<file path="src/rtl/key_uart_rx_pkg.sv">
// Shared constants, FSM state encoding and small helpers for the keyboard UART receiver.
// Latency: n/a (package only).
// Backpressure: n/a (package only).
//
// Contents: silence/release key codes, 16x oversampling factor, receiver state enum,
// width helper that never returns zero, and the "does this byte silence the note" test.
package key_uart_rx_pkg;

  localparam logic [7:0] KEY_NONE         = 8'h00;
  localparam logic [7:0] KEY_RELEASE      = 8'h20;
  localparam int         DEFAULT_CLK_FREQ = 100_000_000;
  localparam int         OVERSAMPLE       = 16;

  typedef enum logic [2:0] {
    ST_IDLE  = 3'd0,
    ST_START = 3'd1,
    ST_DATA  = 3'd2,
    ST_STOP  = 3'd3,
    ST_BREAK = 3'd4
  } rx_state_e;

  // $clog2 collapses to 0 for n<=1; counters still need at least one bit.
  function automatic int safe_width(input int n);
    return (n > 1) ? $clog2(n) : 1;
  endfunction

  // NUL and space both mean "release the current note".
  function automatic logic is_silence(input logic [7:0] b);
    return (b == KEY_NONE) || (b == KEY_RELEASE);
  endfunction

endpackage

</file>
<file path="src/rtl/key_uart_rx_core.sv">
// 8N1 UART receiver: 2-FF synchronizer, 16x tick generator, start/data/stop/break FSM.
// Latency: strobe/frame-error pulse registered on the edge after the stop-bit sample.
// Backpressure: none; every byte is presented once on rx_strobe_o and must be taken then.
//
// Ports:
//   clk            master clock
//   rst            synchronous active-high reset
//   rx_i           asynchronous serial line, idle high
//   rx_byte_o      last assembled byte (valid while rx_strobe_o is high)
//   rx_strobe_o    1-cycle pulse, byte received with a good stop bit
//   rx_frame_err_o 1-cycle pulse, stop bit sampled low
module key_uart_rx_core
  import key_uart_rx_pkg::*;
#(
  parameter int CLK_FREQ = DEFAULT_CLK_FREQ,
  parameter int BAUD     = 115200
) (
  input  logic       clk,
  input  logic       rst,
  input  logic       rx_i,
  output logic [7:0] rx_byte_o,
  output logic       rx_strobe_o,
  output logic       rx_frame_err_o
);

  localparam int DIV_RAW = CLK_FREQ / (BAUD * OVERSAMPLE);
  localparam int DIV     = (DIV_RAW < 1) ? 1 : DIV_RAW;
  localparam int TW      = safe_width(DIV);
  localparam logic [TW-1:0] DIV_LAST = TW'(DIV - 1);

  // ---------------- synchronizer + edge history ----------------
  logic sync1_q, sync2_q, rx_prev_q;

  always_ff @(posedge clk) begin
    if (rst) begin
      sync1_q   <= 1'b1;
      sync2_q   <= 1'b1;
      rx_prev_q <= 1'b1;
    end else begin
      sync1_q   <= rx_i;
      sync2_q   <= sync1_q;
      rx_prev_q <= sync2_q;
    end
  end

  // ---------------- free-running 16x tick ----------------
  logic [TW-1:0] tick_cnt_q;
  logic          tick;

  assign tick = (tick_cnt_q == DIV_LAST);

  always_ff @(posedge clk) begin
    if (rst) begin
      tick_cnt_q <= '0;
    end else if (tick) begin
      tick_cnt_q <= '0;
    end else begin
      tick_cnt_q <= tick_cnt_q + TW'(1);
    end
  end

  // ---------------- receive FSM ----------------
  rx_state_e  state_q;
  logic [3:0] phase_q;     // ticks within the current bit (or high-run length in BREAK)
  logic [2:0] bit_idx_q;
  logic [7:0] shift_q;
  logic       strobe_q;
  logic       ferr_q;

  always_ff @(posedge clk) begin
    if (rst) begin
      state_q   <= ST_IDLE;
      phase_q   <= '0;
      bit_idx_q <= '0;
      shift_q   <= '0;
      strobe_q  <= 1'b0;
      ferr_q    <= 1'b0;
    end else begin
      strobe_q <= 1'b0;
      ferr_q   <= 1'b0;
      case (state_q)
        ST_IDLE: begin
          if (rx_prev_q && !sync2_q) begin
            state_q <= ST_START;
            phase_q <= '0;
          end
        end
        ST_START: begin
          if (tick) begin
            if (phase_q == 4'd7) begin
              // Mid start bit: re-zero phase so later samples land mid-bit.
              phase_q <= '0;
              if (!sync2_q) begin
                state_q   <= ST_DATA;
                bit_idx_q <= '0;
              end else begin
                state_q <= ST_IDLE;
              end
            end else begin
              phase_q <= phase_q + 4'd1;
            end
          end
        end
        ST_DATA: begin
          if (tick) begin
            phase_q <= phase_q + 4'd1;
            if (phase_q == 4'd15) begin
              shift_q   <= {sync2_q, shift_q[7:1]};
              bit_idx_q <= bit_idx_q + 3'd1;
              if (bit_idx_q == 3'd7) begin
                state_q <= ST_STOP;
              end
            end
          end
        end
        ST_STOP: begin
          if (tick) begin
            phase_q <= phase_q + 4'd1;
            if (phase_q == 4'd15) begin
              if (sync2_q) begin
                strobe_q <= 1'b1;
                state_q  <= ST_IDLE;
              end else begin
                ferr_q  <= 1'b1;
                state_q <= ST_BREAK;
                phase_q <= '0;
              end
            end
          end
        end
        ST_BREAK: begin
          // Leave only after 16 consecutive high ticks; any low tick restarts the run.
          if (tick) begin
            if (!sync2_q) begin
              phase_q <= '0;
            end else if (phase_q == 4'd15) begin
              state_q <= ST_IDLE;
              phase_q <= '0;
            end else begin
              phase_q <= phase_q + 4'd1;
            end
          end
        end
        default: begin
          state_q <= ST_IDLE;
        end
      endcase
    end
  end

  assign rx_byte_o      = shift_q;
  assign rx_strobe_o    = strobe_q;
  assign rx_frame_err_o = ferr_q;

endmodule

</file>
<file path="src/rtl/key_uart_rx.sv">
// Keyboard serial front end: UART receive plus key-hold register with expiry timer.
// Latency: outKey/outValid update 1 clk after the receiver strobe (2 clk after stop sample edge).
// Backpressure: none; last received key always wins, nothing is queued.
//
// Ports:
//   clk          master clock
//   rst          synchronous active-high reset
//   inRx         asynchronous UART line, idle high
//   outKey       held key code, 8'h00 = silence
//   outValid     1-cycle pulse per accepted byte
//   outActive    high while outKey is non-zero
//   outFrameErr  1-cycle pulse when a stop bit samples low
module key_uart_rx
  import key_uart_rx_pkg::*;
#(
  parameter int CLK_FREQ    = DEFAULT_CLK_FREQ,
  parameter int BAUD        = 115200,
  parameter int HOLD_CYCLES = 60_000_000
) (
  input  logic       clk,
  input  logic       rst,
  input  logic       inRx,
  output logic [7:0] outKey,
  output logic       outValid,
  output logic       outActive,
  output logic       outFrameErr
);

  localparam int HW = safe_width(HOLD_CYCLES);
  localparam logic [HW-1:0] HOLD_LOAD = HW'(HOLD_CYCLES - 1);

  logic [7:0] rx_byte;
  logic       rx_strobe;
  logic       rx_frame_err;

  key_uart_rx_core #(
    .CLK_FREQ(CLK_FREQ),
    .BAUD    (BAUD)
  ) u_core (
    .clk           (clk),
    .rst           (rst),
    .rx_i          (inRx),
    .rx_byte_o     (rx_byte),
    .rx_strobe_o   (rx_strobe),
    .rx_frame_err_o(rx_frame_err)
  );

  logic [7:0]    key_q, key_d;
  logic [HW-1:0] timer_q, timer_d;
  logic          active_q;
  logic          valid_q;
  logic          ferr_q;

  // A new byte takes precedence over expiry, so a key arriving on the
  // expiry cycle reloads instead of dropping to silence for one clock.
  always_comb begin
    key_d   = key_q;
    timer_d = timer_q;
    if (rx_strobe) begin
      if (is_silence(rx_byte)) begin
        key_d   = KEY_NONE;
        timer_d = '0;
      end else begin
        key_d   = rx_byte;
        timer_d = HOLD_LOAD;
      end
    end else if (key_q != KEY_NONE) begin
      if (timer_q != '0) begin
        timer_d = timer_q - HW'(1);
      end else begin
        key_d = KEY_NONE;
      end
    end
  end

  always_ff @(posedge clk) begin
    if (rst) begin
      key_q    <= KEY_NONE;
      timer_q  <= '0;
      active_q <= 1'b0;
      valid_q  <= 1'b0;
      ferr_q   <= 1'b0;
    end else begin
      key_q    <= key_d;
      timer_q  <= timer_d;
      active_q <= (key_d != KEY_NONE);
      valid_q  <= rx_strobe;
      ferr_q   <= rx_frame_err;
    end
  end

  assign outKey      = key_q;
  assign outValid    = valid_q;
  assign outActive   = active_q;
  assign outFrameErr = ferr_q;

endmodule
</file>
<file path="config.mk">
export PLATFORM = sky130hd
export DESIGN_NAME = key_uart_rx
export DESIGN_NICKNAME = d
export VERILOG_FILES = /design/src/rtl/key_uart_rx_pkg.sv /design/src/rtl/key_uart_rx_core.sv /design/src/rtl/key_uart_rx.sv
export SDC_FILE = /design/constraint.sdc
export NUM_CORES = 1
export LEC_CHECK = 0
export BUFFER_PORTS_ARGS = -buffer_cell sky130_fd_sc_hd__buf_2
export CAP_MARGIN = 40
export CORE_ASPECT_RATIO = 1.2
export CORE_MARGIN = 4
export CORE_UTILIZATION = 55
export DETAILED_ROUTE_END_ITERATION = 8
export PLACE_DENSITY = 0.72
export RECOVER_POWER = 25
export SLEW_MARGIN = 0
export SYNTH_ARGS = -nofsm -noshare
export SYNTH_HDL_FRONTEND = slang
export SYNTH_SLANG_ARGS = --single-unit
</file>
<file path="constraint.sdc">
create_clock -name clk -period 6.45 [get_ports clk]
set_input_delay 1.935 -clock clk [delete_from_list [all_inputs] [get_ports clk]]
set_output_delay 1.935 -clock clk [all_outputs]
set_load 0.1 [all_outputs]
</file>
==> flow_summary.yaml <==
status:
  status: "finished, violations left"
  failed_checks: "capacitance limit, slew limit"
floorplan:
  start_util_pct: 56.09
  core_um2: 6012
  die_area_um2: 7452
  fp.dieH_um: 93.77
  core.rowCount: 31
  die_w_um: 79.48
  io_pins: 14
sta:
  fmax_mhz: 238.4
  finalCriticalPeriod_ns: 4.194
  timing.slew.headroom_pct: -15.38
  period_share_pct: 65.03
  worst_slew_pin_slew_ns: 1.731
  setup-violations-final: 0
  slew_violations: 44
  whs_ns: 0.4201
  rsz0062_at_grt: "false"
  skew_ns: 0.007240
  fin_tns_setup_ns: 0
  hold_violations: 0
pwr:
  powerDensity_nw_per_um2: 214.4
  ir_drop_mv: 0.1456
  p_sw_uw: 187.8
  comb_power_share_pct: 2.8
  seq_power_share_pct: 52.6
  p_leak_nw: 1.472
  clock_power_share_pct: 44.6
  internal-power_uw: 598.5
  netSwitchingFraction_pct: 23.89
drt:
  drt_iter0_drc: 196
  dr_total_vias: 3037
  routed_wl_um: 7610
  drc: 0
  drtAntennaViolNets: 0
  wire_per_inst_um: 15.85
  via_per_inst: 6.327
  dr.pass1.iters: 5
setup_path:
  cp-start-kind: "input port"
  crit_chain: "clkbuf_1 > inv_1 > nand2_1 > nor2_1 > a31o_2"
  reg2reg_to: "timer_q[4]$_SDFFE_PP0P_"
  cp_max_fo: 43
  r2r-start: "timer_q[21]$_SDFFE_PP0P_"
  slowest_delay_ns: 1.22
  crit_arrival_ns: 4.44
  cp-startpoint: "rst"
  crit_path_end_kind: "flip-flop"
  critPathSlowestCell: "clkbuf_1"
  r2r_cells: 5
  cp.required_ns: 6.70
  worstSetupPathType: "input port to flip-flop"
  ff2ff_setup_slack_ns: 4.05
finish:
  syn_to_final_growth_pct: 8.757
  nets: 403
  drive_gt1_share_pct: 14.32
  nFillCells: 547
  antenna_cells: 0
cts:
  clockBufferDepth: 2
  cts-buffers-inserted: 9
  post-cts-setup-buffers: 0
  clk_latency_ns: 0.35
  hold_buffers: 0
  cts.sinks: 66
  path_clk_slew_ns: 0.08
  cts-resized-gates: 0
  cts-root-buf: "clkbuf_8"
  cts_tree: "done"
  htreeDepth: 3
synthesis:
  synth.most_common_cell: "dfxtp_1"
  syn-cell-area_um2: 3372
  syn_inst: 388
  synth_top_area_cell: "dfxtp_1"
  synth_cell_types: 65
  yosysWarnings: 0
  syn_area_per_cell_um2: 8.691
  synthArstFlopShare_pct: 0
  synthTopCellsByCount: "66 x dfxtp_1, 37 x nor2_1, 29 x nand2_1"
  post-synth-top-area-fraction_pct: 39.18
  synth_edf_count: 0
  ys_ff_latch: 66
  synth-main-ff-cell: "dfxtp_1"
  synth_seq_area_share_pct: 39.18
  syn_nets: 398
  synth_top_cells_by_area: "dfxtp_1 39%, nor2_1 4.1%, mux2i_1 3.6%, nand3_1 3.4%, nand2_1 3.2%"
grt:
  antenna_found_initial: 0
  grt_overflow_total: 0
  grt_max_degree: 44
  grt_pass1_wl_um: 12860
  grt_use_total_pct: 21.51
  grt_pass1_vias: 2807
place:
  place.gp.congestion: 0.8309
  place_hpwl_um: 5250
  port_buffers: 13
worst_hold_path:
  worstHoldPathType: "flip-flop to flip-flop"
  hold-path-cell-count: 1
  min_from: "u_core.sync1_q$_SDFF_PP1_"
  min_to: "u_core.sync2_q$_SDFF_PP1_"
job:
  cap_violations: 1
sequential cells by signal (all words and copies together) (netlist names), 3 cells and up:
register / flops
timer_q: 26
outKey: 8
u_core.rx_byte_o: 8
u_core.tick_cnt_q: 6
u_core.phase_q: 4
u_core.bit_idx_q: 3
u_core.state_q: 3
worst max path at each step:
| stage | to | cells after the start | slack (ns) |
|---|---|---|---|
| after global placement | timer_q[25]$_SDFFE_PP0P_ | 4 | 2.82 |
| after floorplan | outKey[2] | 0 | 3.57 |
| after detailed placement | timer_q[8]$_SDFFE_PP0P_ | 5 | 2.79 |
| after global routing | timer_q[8]$_SDFFE_PP0P_ | 5 | 1.91 |
| final | timer_q[8]$_SDFFE_PP0P_ | 5 | 2.26 |
| after CTS | timer_q[8]$_SDFFE_PP0P_ | 5 | 3.15 |
metrics by stage:
| stage | cell area [µm²] | setup WS, ns | utilization [%] | total power, mW | std cells |
|---|---|---|---|---|---|
| 2_1_floorplan | 3372 | 3.573 | - | 0.4398 | 388 |
| 3_3_place_gp | 3460 | 2.817 | 57.54 | 0.4446 | 463 |
| 3_5_place_dp | 3467 | 2.785 | 57.67 | 0.4454 | 464 |
| 4_1_cts | 3669 | 3.154 | 61.02 | 0.7956 | 480 |
| 5_1_grt | 3667 | 1.913 | 61.00 | 0.8140 | 480 |
| 6_report | 3667 | 2.256 | 61.00 | 0.7863 | 480 |
power groups by stage:
| stage | clock [mW] | sequential, mW | combinational (mW) |
|---|---|---|---|
| after floorplan | 0 | 0.422 | 0.0182 |
| after global placement | 0 | 0.423 | 0.0214 |
| after detailed placement | 0 | 0.423 | 0.0222 |
| after CTS | 0.360 | 0.414 | 0.0223 |
| after global routing | 0.375 | 0.414 | 0.0251 |
| final | 0.351 | 0.414 | 0.0220 |
routing by layer:
metal / wire length [µm] / GRT usage [%] / part of all wire [%] / vias to the layer above
met5: 0 / 0 / 0 / -
met4: 189 / 10.89 / 2.5 / 0
met1: 3335 / 26.88 / 44 / 1455
met2: 3761 / 35.45 / 49 / 73
met3: 323 / 3.551 / 4.2 / 18
li1: - / - / - / 1491
critical path, delay by kind of cell:
kind                   cells  cell delay (ns)
AO/OA/AOI/OAI              1             0.24
buffers and inverters      2             1.78
AND/OR/NAND/NOR            2             0.49
cell usage in the layout, fill, tap and decap left out, types with 3 or more instances in the layout:
cell type / instances
a21oi_1: 21
a31oi_1: 8
and3_1: 4
buf_2: 12
clkbuf_8: 9
clkinv_4: 3
dfxtp_1: 66
ha_1: 7
inv_1: 7
mux2i_1: 12
nand2_1: 29
nand2b_1: 3
nand3_1: 23
nand4_1: 11
nor2_1: 37
nor3_1: 20
nor3b_1: 3
nor4_1: 13
o211a_1: 4
o21a_1: 3
o21ai_0: 11
o221a_2: 5
o31ai_1: 8
or2_2: 4
or3_1: 11
or4_1: 4
xnor2_1: 3
xor2_1: 4
cells by family after synthesis:
group / Yosys count / share of synthesized area [%]
simple gates: 180 / 29.61
compound gates: 88 / 19.85
flops: 66 / 39.18
buf+inv: 28 / 3.377
mux: 12 / 3.562
xor+xnor: 7 / 1.818
fa+ha+maj: 7 / 2.597
area by class of cell:
| type | count | area (µm²) | area share, % |
|---|---|---|---|
| clock inverters | 7 | 77.57 | 2.115 |
| multi-input cells | 294 | 1937 | 52.81 |
| inverters | 7 | 26.28 | 0.7165 |
| flip-flops and latches | 66 | 1321 | 36.03 |
| repair buffers | 15 | 78.83 | 2.149 |
| clock buffers | 9 | 123.9 | 3.378 |
| well taps | 82 | 102.6 | 2.798 |
Power figures use the tool's default switching activity.
